File: src/rtl/prog_loader.sv
// Program loader: streams a .text (and optionally .data) image into unified memory
// while holding the CPU in reset. Optional checksum verification via LOADER_CHECKSUM_EN.
module prog_loader #(
  parameter int ADDR_W      = 12,
  parameter int TEXT_BASE   = 0,
  parameter int DATA_BASE   = 2048,
  parameter int MAX_WORDS   = 2048,
  parameter int HOLD_CYCLES = 4
) (
  input  logic              clk,
  input  logic              reset,
  input  logic              start,
  input  logic              load_data,
  input  logic              in_valid,
  input  logic [31:0]       in_data,
  input  logic              in_last,
  output logic              in_ready,
  output logic              mem_we,
  output logic [ADDR_W-1:0] mem_addr,
  output logic [31:0]       mem_wdata,
  output logic              cpu_reset,
  output logic              busy,
  output logic              done,
  output logic              error,
  output logic [ADDR_W:0]   word_count
);

  typedef enum logic [2:0] {
    IDLE,
    LOAD_TEXT,
    LOAD_DATA,
`ifdef LOADER_CHECKSUM_EN
    CHECK,
`endif
    HOLD,
    RUN,
    ERROR
  } state_t;

  localparam int HC_W = (HOLD_CYCLES > 1) ? $clog2(HOLD_CYCLES) : 1;
  localparam logic [HC_W-1:0]   HOLD_LAST = HC_W'(HOLD_CYCLES - 1);
  localparam logic [ADDR_W:0]   MAX_LAST  = (ADDR_W+1)'(MAX_WORDS - 1);
  localparam logic [ADDR_W-1:0] TEXT_ADDR = ADDR_W'(TEXT_BASE);
  localparam logic [ADDR_W-1:0] DATA_ADDR = ADDR_W'(DATA_BASE);

  state_t            state_q, state_d;
  logic              load_data_q, load_data_d;
  logic [ADDR_W:0]   word_count_q, word_count_d;
  logic              mem_we_q, mem_we_d;
  logic [ADDR_W-1:0] mem_addr_q, mem_addr_d;
  logic [31:0]       mem_wdata_q, mem_wdata_d;
  logic [HC_W-1:0]   hold_cnt_q, hold_cnt_d;
`ifdef LOADER_CHECKSUM_EN
  logic [31:0]       checksum_q, checksum_d;
`endif

  logic              beat;
  logic [ADDR_W-1:0] seg_base;
  state_t            after_load;

  always_ff @(posedge clk or negedge reset) begin
    if (!reset) begin
      state_q      <= IDLE;
      load_data_q  <= 1'b0;
      word_count_q <= '0;
      mem_we_q     <= 1'b0;
      mem_addr_q   <= '0;
      mem_wdata_q  <= '0;
      hold_cnt_q   <= '0;
`ifdef LOADER_CHECKSUM_EN
      checksum_q   <= '0;
`endif
    end else begin
      state_q      <= state_d;
      load_data_q  <= load_data_d;
      word_count_q <= word_count_d;
      mem_we_q     <= mem_we_d;
      mem_addr_q   <= mem_addr_d;
      mem_wdata_q  <= mem_wdata_d;
      hold_cnt_q   <= hold_cnt_d;
`ifdef LOADER_CHECKSUM_EN
      checksum_q   <= checksum_d;
`endif
    end
  end

  always_comb begin
    in_ready = 1'b0;
    busy     = 1'b0;
    case (state_q)
      LOAD_TEXT, LOAD_DATA: begin
        in_ready = 1'b1;
        busy     = 1'b1;
      end
`ifdef LOADER_CHECKSUM_EN
      CHECK: begin
        in_ready = 1'b1;
        busy     = 1'b1;
      end
`endif
      HOLD:    busy = 1'b1;
      default: ;
    endcase
  end

  assign beat       = in_valid && in_ready;
  assign seg_base   = (state_q == LOAD_DATA) ? DATA_ADDR : TEXT_ADDR;
`ifdef LOADER_CHECKSUM_EN
  assign after_load = CHECK;
`else
  assign after_load = HOLD;
`endif

  always_comb begin
    state_d      = state_q;
    load_data_d  = load_data_q;
    word_count_d = word_count_q;
    mem_we_d     = 1'b0;
    mem_addr_d   = mem_addr_q;
    mem_wdata_d  = mem_wdata_q;
    hold_cnt_d   = hold_cnt_q;
`ifdef LOADER_CHECKSUM_EN
    checksum_d   = checksum_q;
`endif
    case (state_q)
      IDLE, RUN, ERROR: begin
        if (start) begin
          state_d      = LOAD_TEXT;
          load_data_d  = load_data;
          word_count_d = '0;
`ifdef LOADER_CHECKSUM_EN
          checksum_d   = '0;
`endif
        end
      end
      LOAD_TEXT, LOAD_DATA: begin
        if (beat) begin
          mem_we_d     = 1'b1;
          mem_addr_d   = seg_base + word_count_q[ADDR_W-1:0];
          mem_wdata_d  = in_data;
          word_count_d = word_count_q + (ADDR_W+1)'(1);
`ifdef LOADER_CHECKSUM_EN
          checksum_d   = checksum_q + in_data;
`endif
          if (in_last) begin
            word_count_d = '0;
            hold_cnt_d   = '0;
            if (state_q == LOAD_TEXT && load_data_q) state_d = LOAD_DATA;
            else                                     state_d = after_load;
          end else if (word_count_q == MAX_LAST) begin
            state_d = ERROR;
          end
        end
      end
`ifdef LOADER_CHECKSUM_EN
      // The check word is compared but never written to memory.
      CHECK: begin
        if (beat) begin
          hold_cnt_d = '0;
          state_d    = (in_data == checksum_q) ? HOLD : ERROR;
        end
      end
`endif
      HOLD: begin
        if (hold_cnt_q == HOLD_LAST) state_d = RUN;
        else                         hold_cnt_d = hold_cnt_q + 1'b1;
      end
      default: state_d = IDLE;
    endcase
  end

  assign mem_we     = mem_we_q;
  assign mem_addr   = mem_addr_q;
  assign mem_wdata  = mem_wdata_q;
  assign word_count = word_count_q;
  assign cpu_reset  = (state_q != RUN);
  assign done       = (state_q == RUN);
  assign error      = (state_q == ERROR);

endmodule

File: config.mk
export PLATFORM = sky130hd
export DESIGN_NAME = prog_loader
export DESIGN_NICKNAME = d
export VERILOG_FILES = /design/src/rtl/prog_loader.sv
export SDC_FILE = /design/constraint.sdc
export NUM_CORES = 1
export LEC_CHECK = 0
export ABC_AREA = 1
export CAP_MARGIN = 20
export CORE_MARGIN = 3
export CORE_UTILIZATION = 43
export CTS_CLUSTER_DIAMETER = 150
export CTS_CLUSTER_SIZE = 10
export DETAILED_ROUTE_END_ITERATION = 10
export HOLD_SLACK_MARGIN = 0.06
export PLACE_DENSITY = 0.76
export SLEW_MARGIN = 5
export SYNTH_ARGS = -nofsm -noshare
export SYNTH_HDL_FRONTEND = slang
export SYNTH_SLANG_ARGS = --single-unit
File: constraint.sdc
create_clock -name clk -period 1.95 [get_ports clk]
set_input_delay 0.195 -clock clk [delete_from_list [all_inputs] [get_ports clk]]
set_output_delay 0.195 -clock clk [all_outputs]
set_load 0.05 [all_outputs]
## Yosys cells after proc, flatten, opt, wreduce, memory -nomap -nowiden

Cells that the tools add are included.

- Bits of input ports: 38
- Bits in read-only memories: 0
- Bits in latches: 0
- Memories: 0
- Flip-flop bits (word level): 64
- Logic and storage cells: 57
- Output and inout port bits: 63
- Bits in writable memories: 0

- Bitwise logic cells: 0
- Order comparisons: 0
- Add/sub/neg operators: 3
- Multiplexer cells: 20
- Eq/ne operators: 14
- Reduce and logical (&&, ||, !) cells: 13
- Shift operators: 0
- Multipliers: 0
- Div/mod/pow operators: 0

Operator list:

| kind | number |
|---|---|
| two-way mux 13 bit | 3 |
| case mux 13 bit (2 select lines) | 1 |
| two-way mux 3 bit | 5 |
| adder 13 x 1 -> 13 bit (second input constant) | 1 |
| == test 13 x 11 -> 1 bit (second input constant) | 1 |
| adder 12 bit | 1 |
| two-way mux 12 bit | 1 |
| inequality test 2 bit (second input constant) | 5 |
| case mux 3 bit (3 select lines) | 1 |
| AND reduction 4 bit | 2 |
| == test 3 x 2 -> 1 bit (second input constant) | 2 |
| == test 3 bit (second input constant) | 2 |
| two-way mux 2 bit | 3 |
| inequality test 3 bit (second input constant) | 2 |
| OR reduction 3 bit | 2 |
| two-way mux 1 bit | 5 |
| case mux 2 bit (2 select lines) | 1 |
| AND reduction 2 bit | 2 |
| nonzero test 2 bit | 2 |
| == test 3 x 1 -> 1 bit (second input constant) | 1 |
| logical NOT 3 bit | 1 |
| AND reduction 3 bit | 1 |
| adder 2 x 1 -> 2 bit (second input constant) | 1 |
| == test 2 bit (second input constant) | 1 |
| 2 further kinds | 3 |

## Depth between registers and ports, before layout

- Depth in word-level cells: 6
- Mapped depth: 10
- Gate-level depth less buffers: 10

## Worst setup path after synthesis

OpenSTA, ideal clock, no wires.

- Path type: register to output
- From: register state_q[1]
- To: output cpu_reset
- Path buffers: 0
- Path slack: 0.032 ns
- Data arrival time: 1.723 ns
- Stages on the path, launching flop included: 5
- Required time: 1.755 ns
- Path through: dfrtp_1 > inv_2 > nand2_1 > nor2_1 > inv_1

- Longest elaborated chain between the ends: 1

RTL lines:

| what | line | text |
|---|---|---|
| start: declaration | 46 | `state_t state_q, state_d;` |
| start signal: assignment | 74 | `state_q <= state_d;` |
| inequality test 3 bit | 176 | `assign cpu_reset = (state_q != RUN);` |
| end: declaration | 21 | `output logic cpu_reset,` |

Every way passes these cells.

## Worst setup path in the final report

- From: register word_count_q[2] (netlist: word_count[2])
- To: output word_count[2]

RTL lines:

| what | line | text |
|---|---|---|
| start: declaration | 48 | `logic [ADDR_W:0] word_count_q, word_count_d;` |
| start signal: assignment | 76 | `word_count_q <= word_count_d;` |
| end: declaration | 25 | `output logic [ADDR_W:0] word_count` |

No word-level cell between the ends.

==> flow_summary.json <==
{
  "rrSetupSlack_ns": 0.29,
  "p_leak_nw": 2.04,
  "cp_top_family": "buffers and inverters",
  "fill_cells": 549,
  "slew_headroom_pct": 58.5,
  "hold_path.class": "primary input to flip-flop",
  "clockBufferDepth": 2,
  "synth_xor_area_share_pct": 0.882,
  "yosys.area.top_type": "dfrtp_1",
  "critical_path_class": "flip-flop to output port",
  "synth_compound_area_share_pct": 5.17,
  "viasPerCell": 5.03,
  "clock_sinks": 64,
  "r2r-end": "mem_wdata[10]",
  "rr_worst_depth": 7,
  "detail_route.wl_per_cell_um": 13.9,
  "core_area_um2": 6530,
  "dieWidth_um": 89.2,
  "grtUsageTotal_pct": 20.1,
  "layout_commonest_cell": "nand2_1",
  "hold_viol": 0,
  "fin_worst_skew_ns": 0.00811,
  "drt_first_pass_iters": 4,
  "slowest_delay_ns": 0.87,
  "finalCritPeriodShare_pct": 96.8,
  "worst_slew_pin_slew_ns": 0.623,
  "cts_tree": "yes",
  "drive_gt1_share_pct": 9.92,
  "status": "completed",
  "multi_input_area_um2": 1170,
  "crit_chain": "clkdlybuf4s50_1",
  "cts_setup_buffers": 0,
  "synth_simple_gate_area_share_pct": 31.8,
  "synthCells": 365,
  "cts.clk_slew.worst_paths_ns": 0.08,
  "synth_top_family_by_area": "simple AND/OR/NAND/NOR gates",
  "seq_area_frac_synth_pct": 53.8,
  "syn_to_final_growth_pct": 42.9,
  "io_pins": 101,
  "powerDensity_nw_per_um2": 1630,
  "cp_max_fo": 7,
  "setup_viol_count_final": 0,
  "setup_tns_ns": 0,
  "crit_path_top_delay_cell": "clkdlybuf4s50_1",
  "htreeDepth": 3,
  "worstSetupEndpointType": "output port",
  "finalMaxSlewViolations": 0,
  "antenna_found_initial": 0,
  "ys_seq_elements": 64,
  "dp_worst_setup_slack_ns": 0.215,
  "crit_end": "word_count[2]",
  "synth.area.mux_share_pct": 0,
  "gp_congestion": 0.888,
  "start_util_pct": 45.6,
  "worstSetupStartpointType": "flip-flop",
  "period_minus_slack_ns": 1.89,
  "ant_nets": 0,
  "netlist_area_um2": 2980,
  "die_area_um2": 7960,
  "dp_hpwl_um": 5470,
  "synth_cell_type_count": 23,
  "numCtsBuffers": 9,
  "grt_overflow": 0,
  "synthAdderAreaFrac_pct": 0.840,
  "grt_pass1_wl_um": 12300,
  "regArea_um2": 1600,
  "cp_data_arrival_time_ns": 1.69,
  "num_rows": 29,
  "synth_top_area_share_pct": 53.8,
  "worst_skew_pair.late_latency_ns": 0.34,
  "mostFrequentLayoutCells": "nand2_1 (166), clkdlybuf4s50_1 (93), dfrtp_1 (62)",
  "critical_path_required_ns": 1.75,
  "drt_iter0_drc": 118,
  "fmax_mhz": 530,
  "synthesis.nets": 405,
  "vdd_drop_max_uv": 984,
  "synth_area_per_cell_um2": 8.16,
  "startpoint": "word_count[2]",
  "grt_max_degree": 39,
  "timing.rr.start": "state_q[1]",
  "maxCapViolCount": 0,
  "cp_num_buf_inv": 1,
  "root_buffer": "clkbuf_8",
  "cp.depth": 1,
  "die_height_um": 89.2,
  "yosys_warnings": 0,
  "port_buffers": 100,
  "antenna_cells": 0,
  "synth_area_leaders": "dfrtp_1 (54%), nand2_1 (21%), nand3_1 (3.0%), inv_1 (2.9%), o21ai_0 (2.5%)",
  "routed_wl_um": 7660,
  "rsz0062_at_grt": "no",
  "hp-start": "in_data[8]",
  "num_vias": 2771,
  "grt_pass1_vias": 2653,
  "nNetsFinal": 509,
  "fin_ws_ns": 0.0627,
  "drc": 0
}
per-stage QoR:
step | hold WS [ns] | instance area [um2] | utilization, % | power, W | std cells
after detailed placement | 0.243 | 4020 | 61.5 | 0.00576 | 534
final | 0.383 | 4260 | 65.2 | 0.00692 | 551
after floorplan | -0.101 | 2980 | - | 0.00458 | 365
after global routing | 0.384 | 4260 | 65.2 | 0.00732 | 551
after CTS | 0.371 | 4240 | 64.8 | 0.00693 | 551
after global placement | 0.243 | 4020 | 61.5 | 0.00567 | 534
logic make-up (layout without fill, tap and decap cells):
| kind of cell | count (synthesis) | in the layout |
|---|---|---|
| adder cells (fa/ha/maj) | 2 | 2 |
| AND/OR/NAND/NOR | 226 | 226 |
| AO/OA/AOI/OAI | 28 | 28 |
| flip-flops | 64 | 64 |
| buffers and inverters | 42 | 151 |
| XOR/XNOR | 3 | 3 |
flip-flops by register name, summed over array words and instances, names as in the netlist:
register     cells
mem_we           1
mem_addr        12
word_count      13
mem_wdata       32
state_q          3
load_data_q      1
hold_cnt_q       2
per-layer routing:
layer | global-route usage, % | wire length, um | up-vias
li1 | - | - | 1357
met5 | 0 | 0 | -
met3 | 4.70 | 572 | 14
met4 | 9.20 | 130 | 0
met2 | 32.3 | 3510 | 110
met1 | 25.7 | 3440 | 1290
area by class of cell:
cell class,instances,share of cell area (%)
Clock buffer,10,3.23
Tap cell,77,2.26
Timing Repair Buffer,106,25.2
Clock inverter,6,1.62
Multi-Input combinational cell,259,27.5
Sequential cell,64,37.7
Inverter,29,2.56
report_power, final:
| part | switching, W | internal (W) | total (W) |
|---|---|---|---|
| Sequential | 0.000254 | 0.00175 | 0.00200 |
| Clock | 0.000534 | 0.000629 | 0.00116 |
| Combinational | 0.00258 | 0.00117 | 0.00376 |
| Total | 0.00337 | 0.00355 | 0.00692 |
what timing repair did:
item                                   4_1_cts  5_1_grt
endpoints found under the hold margin       26        0
resized for setup                            0        6
setup endpoints to repair                    0        2
hold buffers                                 1        0
worst min path at each step:
| stage | to | cells after the start |
|---|---|---|
| 6_report | mem_wdata[8] | 3 |
| 5_1_grt | mem_wdata[8] | 3 |
| 4_1_cts | mem_wdata[8] | 3 |
| 3_5_place_dp | mem_wdata[5] | 1 |
| 3_3_place_gp | mem_wdata[11] | 1 |
| 2_1_floorplan | hold_cnt_q[0] | 0 |
synthesized netlist by cell type:
cell / number
nor2_2: 1
or2_1: 1
nor3b_1: 1
inv_2: 6
nand3_2: 2
nor3_1: 3
nand2_2: 2
nand2_1: 166
o21ai_0: 15
buf_6: 6
o21a_1: 1
o21ai_2: 3
nand4_1: 10
nand3_1: 18
o21ai_1: 9
ha_1: 2
dfrtp_1: 64
inv_1: 23
buf_2: 2
buf_4: 5
nand2_4: 3
xor2_1: 3
nor2_1: 19
Note: power is estimated with default switching activity, not from simulation.
